File: config.mk
export PLATFORM = sky130hd
export DESIGN_NAME = l2_prefetch_accuracy_rolling_sampler
export DESIGN_NICKNAME = d
export VERILOG_FILES = /design/src/rtl/l2_prefetch_accuracy_rolling_sampler.sv
export SDC_FILE = /design/constraint.sdc
export NUM_CORES = 1
export LEC_CHECK = 0
export BUFFER_PORTS_ARGS = -buffer_cell sky130_fd_sc_hd__buf_2
export CORE_AREA = 2 2 186 188
export CTS_CLUSTER_SIZE = 24
export DETAILED_ROUTE_END_ITERATION = 7
export DIE_AREA = 0 0 188 190
export PLACE_DENSITY = 0.75
export SETUP_SLACK_MARGIN = 0.15
export SLEW_MARGIN = 10
export SYNTH_ARGS = -nofsm -noshare
export SYNTH_HDL_FRONTEND = slang
export SYNTH_SLANG_ARGS = --single-unit
File: constraint.sdc
create_clock -name clock -period 9.75 [get_ports clock]
set_input_delay 2.925 -clock clock [delete_from_list [all_inputs] [get_ports clock]]
set_output_delay 2.925 -clock clock [all_outputs]
set_load 0.03 [all_outputs]
File: src/rtl/l2_prefetch_accuracy_rolling_sampler.sv
// Rolling-window sampler for L2 prefetch accuracy: folds per-cycle issued/useful increments into
// windows of GRANULARITY issued events and strobes one sample per closed or flushed window.
module l2_prefetch_accuracy_rolling_sampler #(
    parameter int unsigned GRANULARITY = 1000,
    parameter int unsigned INC_W       = 4
) (
    input  logic             clock,
    input  logic             reset,
    input  logic             enable,
    input  logic [INC_W-1:0] x_inc,
    input  logic [INC_W-1:0] y_inc,
    input  logic             flush,
    output logic             en,
    output logic [63:0]      data_yAxisPt,
    output logic [63:0]      data_xAxisPt,
    output logic [63:0]      stamp
);

    localparam int unsigned WinW = $clog2(GRANULARITY + 1);
    // One spare bit so the window plus an increment (or a carry plus one) never overflows.
    localparam int unsigned SumW = WinW + 1;

    typedef enum logic [0:0] {
        StAcc,
        StFlushPend
    } state_e;

    state_e            state_q;
    logic [63:0]       stamp_cnt_q;
    logic [63:0]       total_x_q;
    logic [WinW-1:0]   win_x_q;
    logic [63:0]       win_y_q;

    logic [INC_W-1:0]  ex;
    logic [INC_W-1:0]  ey;
    logic [SumW-1:0]   sum_x;
    logic [64:0]       sum_y_wide;
    logic [63:0]       sum_y;
    logic [63:0]       total_x_next;
    logic [SumW-1:0]   carry;
    logic              win_close;
    logic              win_nonempty;

    always_comb begin
        ex           = enable ? x_inc : '0;
        ey           = enable ? y_inc : '0;
        sum_x        = SumW'(win_x_q) + SumW'(ex);
        sum_y_wide   = {1'b0, win_y_q} + 65'(ey);
        sum_y        = sum_y_wide[64] ? '1 : sum_y_wide[63:0];
        total_x_next = total_x_q + 64'(ex);
        win_close    = sum_x >= SumW'(GRANULARITY);
        carry        = sum_x - SumW'(GRANULARITY);
        win_nonempty = (sum_x != '0) || (sum_y != '0);
    end

    always_ff @(posedge clock or negedge reset) begin
        if (!reset) begin
            state_q      <= StAcc;
            stamp_cnt_q  <= '0;
            total_x_q    <= '0;
            win_x_q      <= '0;
            win_y_q      <= '0;
            en           <= 1'b0;
            data_yAxisPt <= '0;
            data_xAxisPt <= '0;
            stamp        <= '0;
        end else begin
            stamp_cnt_q <= stamp_cnt_q + 64'd1;
            total_x_q   <= total_x_next;
            en          <= 1'b0;
            unique case (state_q)
                StAcc: begin
                    if (win_close) begin
                        en           <= 1'b1;
                        data_yAxisPt <= sum_y;
                        data_xAxisPt <= total_x_next;
                        stamp        <= stamp_cnt_q;
                        win_x_q      <= carry[WinW-1:0];
                        win_y_q      <= '0;
                        // A flush landing on a close with leftover carry needs a second sample.
                        if (flush && (carry != '0)) begin
                            state_q <= StFlushPend;
                        end
                    end else if (flush && win_nonempty) begin
                        en           <= 1'b1;
                        data_yAxisPt <= sum_y;
                        data_xAxisPt <= total_x_next;
                        stamp        <= stamp_cnt_q;
                        win_x_q      <= '0;
                        win_y_q      <= '0;
                    end else begin
                        win_x_q <= sum_x[WinW-1:0];
                        win_y_q <= sum_y;
                    end
                end
                StFlushPend: begin
                    // Carry plus this cycle's increments goes out as a forced partial window.
                    if (win_nonempty) begin
                        en           <= 1'b1;
                        data_yAxisPt <= sum_y;
                        data_xAxisPt <= total_x_next;
                        stamp        <= stamp_cnt_q;
                    end
                    win_x_q <= '0;
                    win_y_q <= '0;
                    state_q <= StAcc;
                end
                default: state_q <= StAcc;
            endcase
        end
    end

endmodule

==> flow_metrics.tcl <==
set metrics [dict create \
    antenna_found_initial 5 \
    skew_ns 0.0144 \
    post-route-period-util_pct 77.0 \
    relSlewSlack_pct 18.6 \
    worst-setup-path-type "in2reg" \
    cp-start-kind "input pin" \
    synth_area_leader_cell "dfrtp_1" \
    grt_pass1_vias 12800 \
    met3_length_mm 3.31 \
    hold_class "reg2reg" \
    rows 68 \
    worst_pin_slew_ns 1.21 \
    overflow 0 \
    path_clk_slew_ns 0.05 \
    clock-root-buffer "clkbuf_16" \
    postSynthCellCount 1576 \
    p_leak_nw 10.4 \
    start_util_pct 54.0 \
    insertion_delay_ns 0.54 \
    max_cap_violations 0 \
    die_w_um 188 \
    drc 0 \
    synthTopCellsByArea "dfrtp_1 54%, xnor2_1 5.9%, mux2_4 5.8%, mux2_2 5.0%, xor2_1 3.1%" \
    rr_startpoint "win_y_q[0]$_DFF_PN0_" \
    gp_congestion 0.903 \
    dpl_cell_area_sq_mm 0.0197 \
    grt_pass1_wl_mm 67.8 \
    cp_slowest_cell "or4_4" \
    ios 205 \
    finalMaxSlewViolations 0 \
    firstDrtPassIters 5 \
    cp_num_buf_inv 2 \
    drive_gt1_share_pct 24.9 \
    path_cells "buf_2 -> and2_1 -> ha_1 -> fa_1 -> a211oi_1 -> or3_1 -> nor3_1 -> mux2i_1 -> nand4_1 -> or4_1 -> or4_4 -> nor2_4 -> a21oi_4 -> buf_12 -> mux2_4" \
    place_hpwl_mm 28.3 \
    drt_wl_total_mm 41.3 \
    power.density_mw_per_mm2 179 \
    finalCriticalPeriod_ns 7.51 \
    grt_max_degree 175 \
    die_area_sq_mm 0.0357 \
    highest_layer "met5" \
    synth_area_sq_mm 0.0183 \
    met1_length_mm 18.5 \
    cp.required_ns 10.16 \
    r2r_slack_ns 4.57 \
    grt_usage_pct 23.4 \
    yosysMostFrequentCell "dfrtp_1" \
    post_cts.repair.setup_buffers 0 \
    avgViaCountPerCell 5.73 \
    cts_tree "yes" \
    antenna_left 0 \
    rsz0062_at_grt "false" \
    synth_top_cells_by_count "396 x dfrtp_1, 124 x xnor2_1, 108 x nand2_1, 84 x nor2_1, 83 x nand3_1" \
    num-fill-cells 2674 \
    wl_per_cell_um 18.3 \
    ys_ff_latch 396 \
    syn_nets 1605 \
    hold_buffers 0 \
    crit_fanout 92 \
    finalHoldViolations 0 \
    syn_area_per_cell_sq_um 11.6 \
    wl_met2_mm 18.6 \
    worstHoldStart "total_x_q[63]$_DFF_PN0_" \
    area_growth_pct 15.2 \
    ir_drop_mv 0.176 \
    critPathMaxStageDelay_ns 0.59 \
    numPortBuffers 204 \
    tns_ns 0 \
    die_h_um 190 \
    synth_edf_count 0 \
    cts_resized 0 \
    drt-initial-drc-count 939 \
    clockBufferDepth 3 \
    synth-main-ff-cell "dfrtp_1" \
    core_sq_mm 0.0339 \
    whs_ns 0.466 \
    cts.sinks 396 \
    cts_buffers 42 \
    status "complete, no violations" \
    htreeDepth 2 \
    async_reset_ff_share_pct 100 \
    fmax_ghz 0.133 \
    netlist.area_leader.share_pct 54.0 \
    cp_top_family "simple AND/OR/NAND/NOR gates" \
    nets 1795 \
    yosysUniqueCellTypes 61 \
    worstPathArrival_ns 7.92 \
    ys_seq_area_share_pct 54.0 \
    final_area_sq_mm 0.0211 \
    seqCellArea_sq_mm 0.00991 \
    end_kind "flip-flop" \
    yosysWarnings 0 \
    vias 12900 \
    crit_start "enable" \
    multi_input_area_sq_mm 0.00794 \
    setup_violations 0 \
]
metrics by stage:
step                instances  setup slack (ns)  total power [W]  util [%]
finish                   2253              2.24          0.00379      62.2
global route             2251              2.10          0.00394      62.2
CTS                      2251              2.38          0.00382      62.2
detailed placement       2177              1.79          0.00221      58.1
global placement         2177              1.91          0.00220      58.1
floorplan                1576              2.93          0.00208         -
flip-flops by register name (all words and copies together) (netlist names):
name	flops
stamp	64
total_x_q	64
stamp_cnt_q	64
data_yAxisPt	64
state_q	1
win_x_q	10
en	1
data_xAxisPt	64
win_y_q	64
cells by family after synthesis:
group | count (synthesis) | share of synthesized area, %
AOI/OAI and AO/OA | 164 | 5.94
xor gates and xnor gates | 189 | 9.03
DFF | 396 | 54.0
adders and majority gates | 17 | 1.28
buffers and inverters | 109 | 2.74
muxes | 165 | 11.5
and+or+nand+nor | 536 | 15.4
layer usage:
metal  track usage, %  vias up
met2             36.2      406
li1                 -     5985
met4             5.97        6
met3             5.90       67
met1             33.1     6440
met5                0        -
where the power goes:
part | leakage, nW | internal (W) | switching (W)
logic | 4.29 | 0.000148 | 0.000277
registers | 5.39 | 0.00171 | 0.0000444
clock network | 0.685 | 0.000963 | 0.000642
worst paths after layout:
| path | endpoint | cells past startpoint |
|---|---|---|
| min | total_x_q[63]$_DFF_PN0_ | 1 |
| max reg2reg | data_xAxisPt[17]$_DFFE_PN0P_ | 13 |
| min in group asynchronous | win_y_q[33]$_DFF_PN0_ | 1 |
| max | data_xAxisPt[17]$_DFFE_PN0P_ | 15 |
| max in group asynchronous | stamp_cnt_q[43]$_DFF_PN0_ | 2 |
| min reg2reg | total_x_q[63]$_DFF_PN0_ | 1 |
cells in the final DEF (no fill, tap or decap), drive strengths merged, types with 12 or more instances in the layout:
master and instances:
nand3 83, dfrtp 396, o21ai 19, a2bb2oi 33
nor3 40, and2 26, xnor2 124, mux2 153
or4 16, inv 44, buf 212, or3 17
and4 20, xor2 65, nand4 60, mux2i 12
nand2 108, nor2 85, a21oi 64, ha 14
and3 33, clkbuf 60, nor4 22
layout make-up:
| type | count | share of cell area, % |
|---|---|---|
| flip-flops and latches | 396 | 46.9 |
| clock inverters | 14 | 0.741 |
| well taps | 455 | 2.70 |
| multi-input cells | 1071 | 37.6 |
| repair buffers | 212 | 5.35 |
| clock buffers | 60 | 5.87 |
| inverters | 43 | 0.764 |
| diodes | 2 | 0.0237 |
No activity file was read; power rests on OpenSTA's default activity.
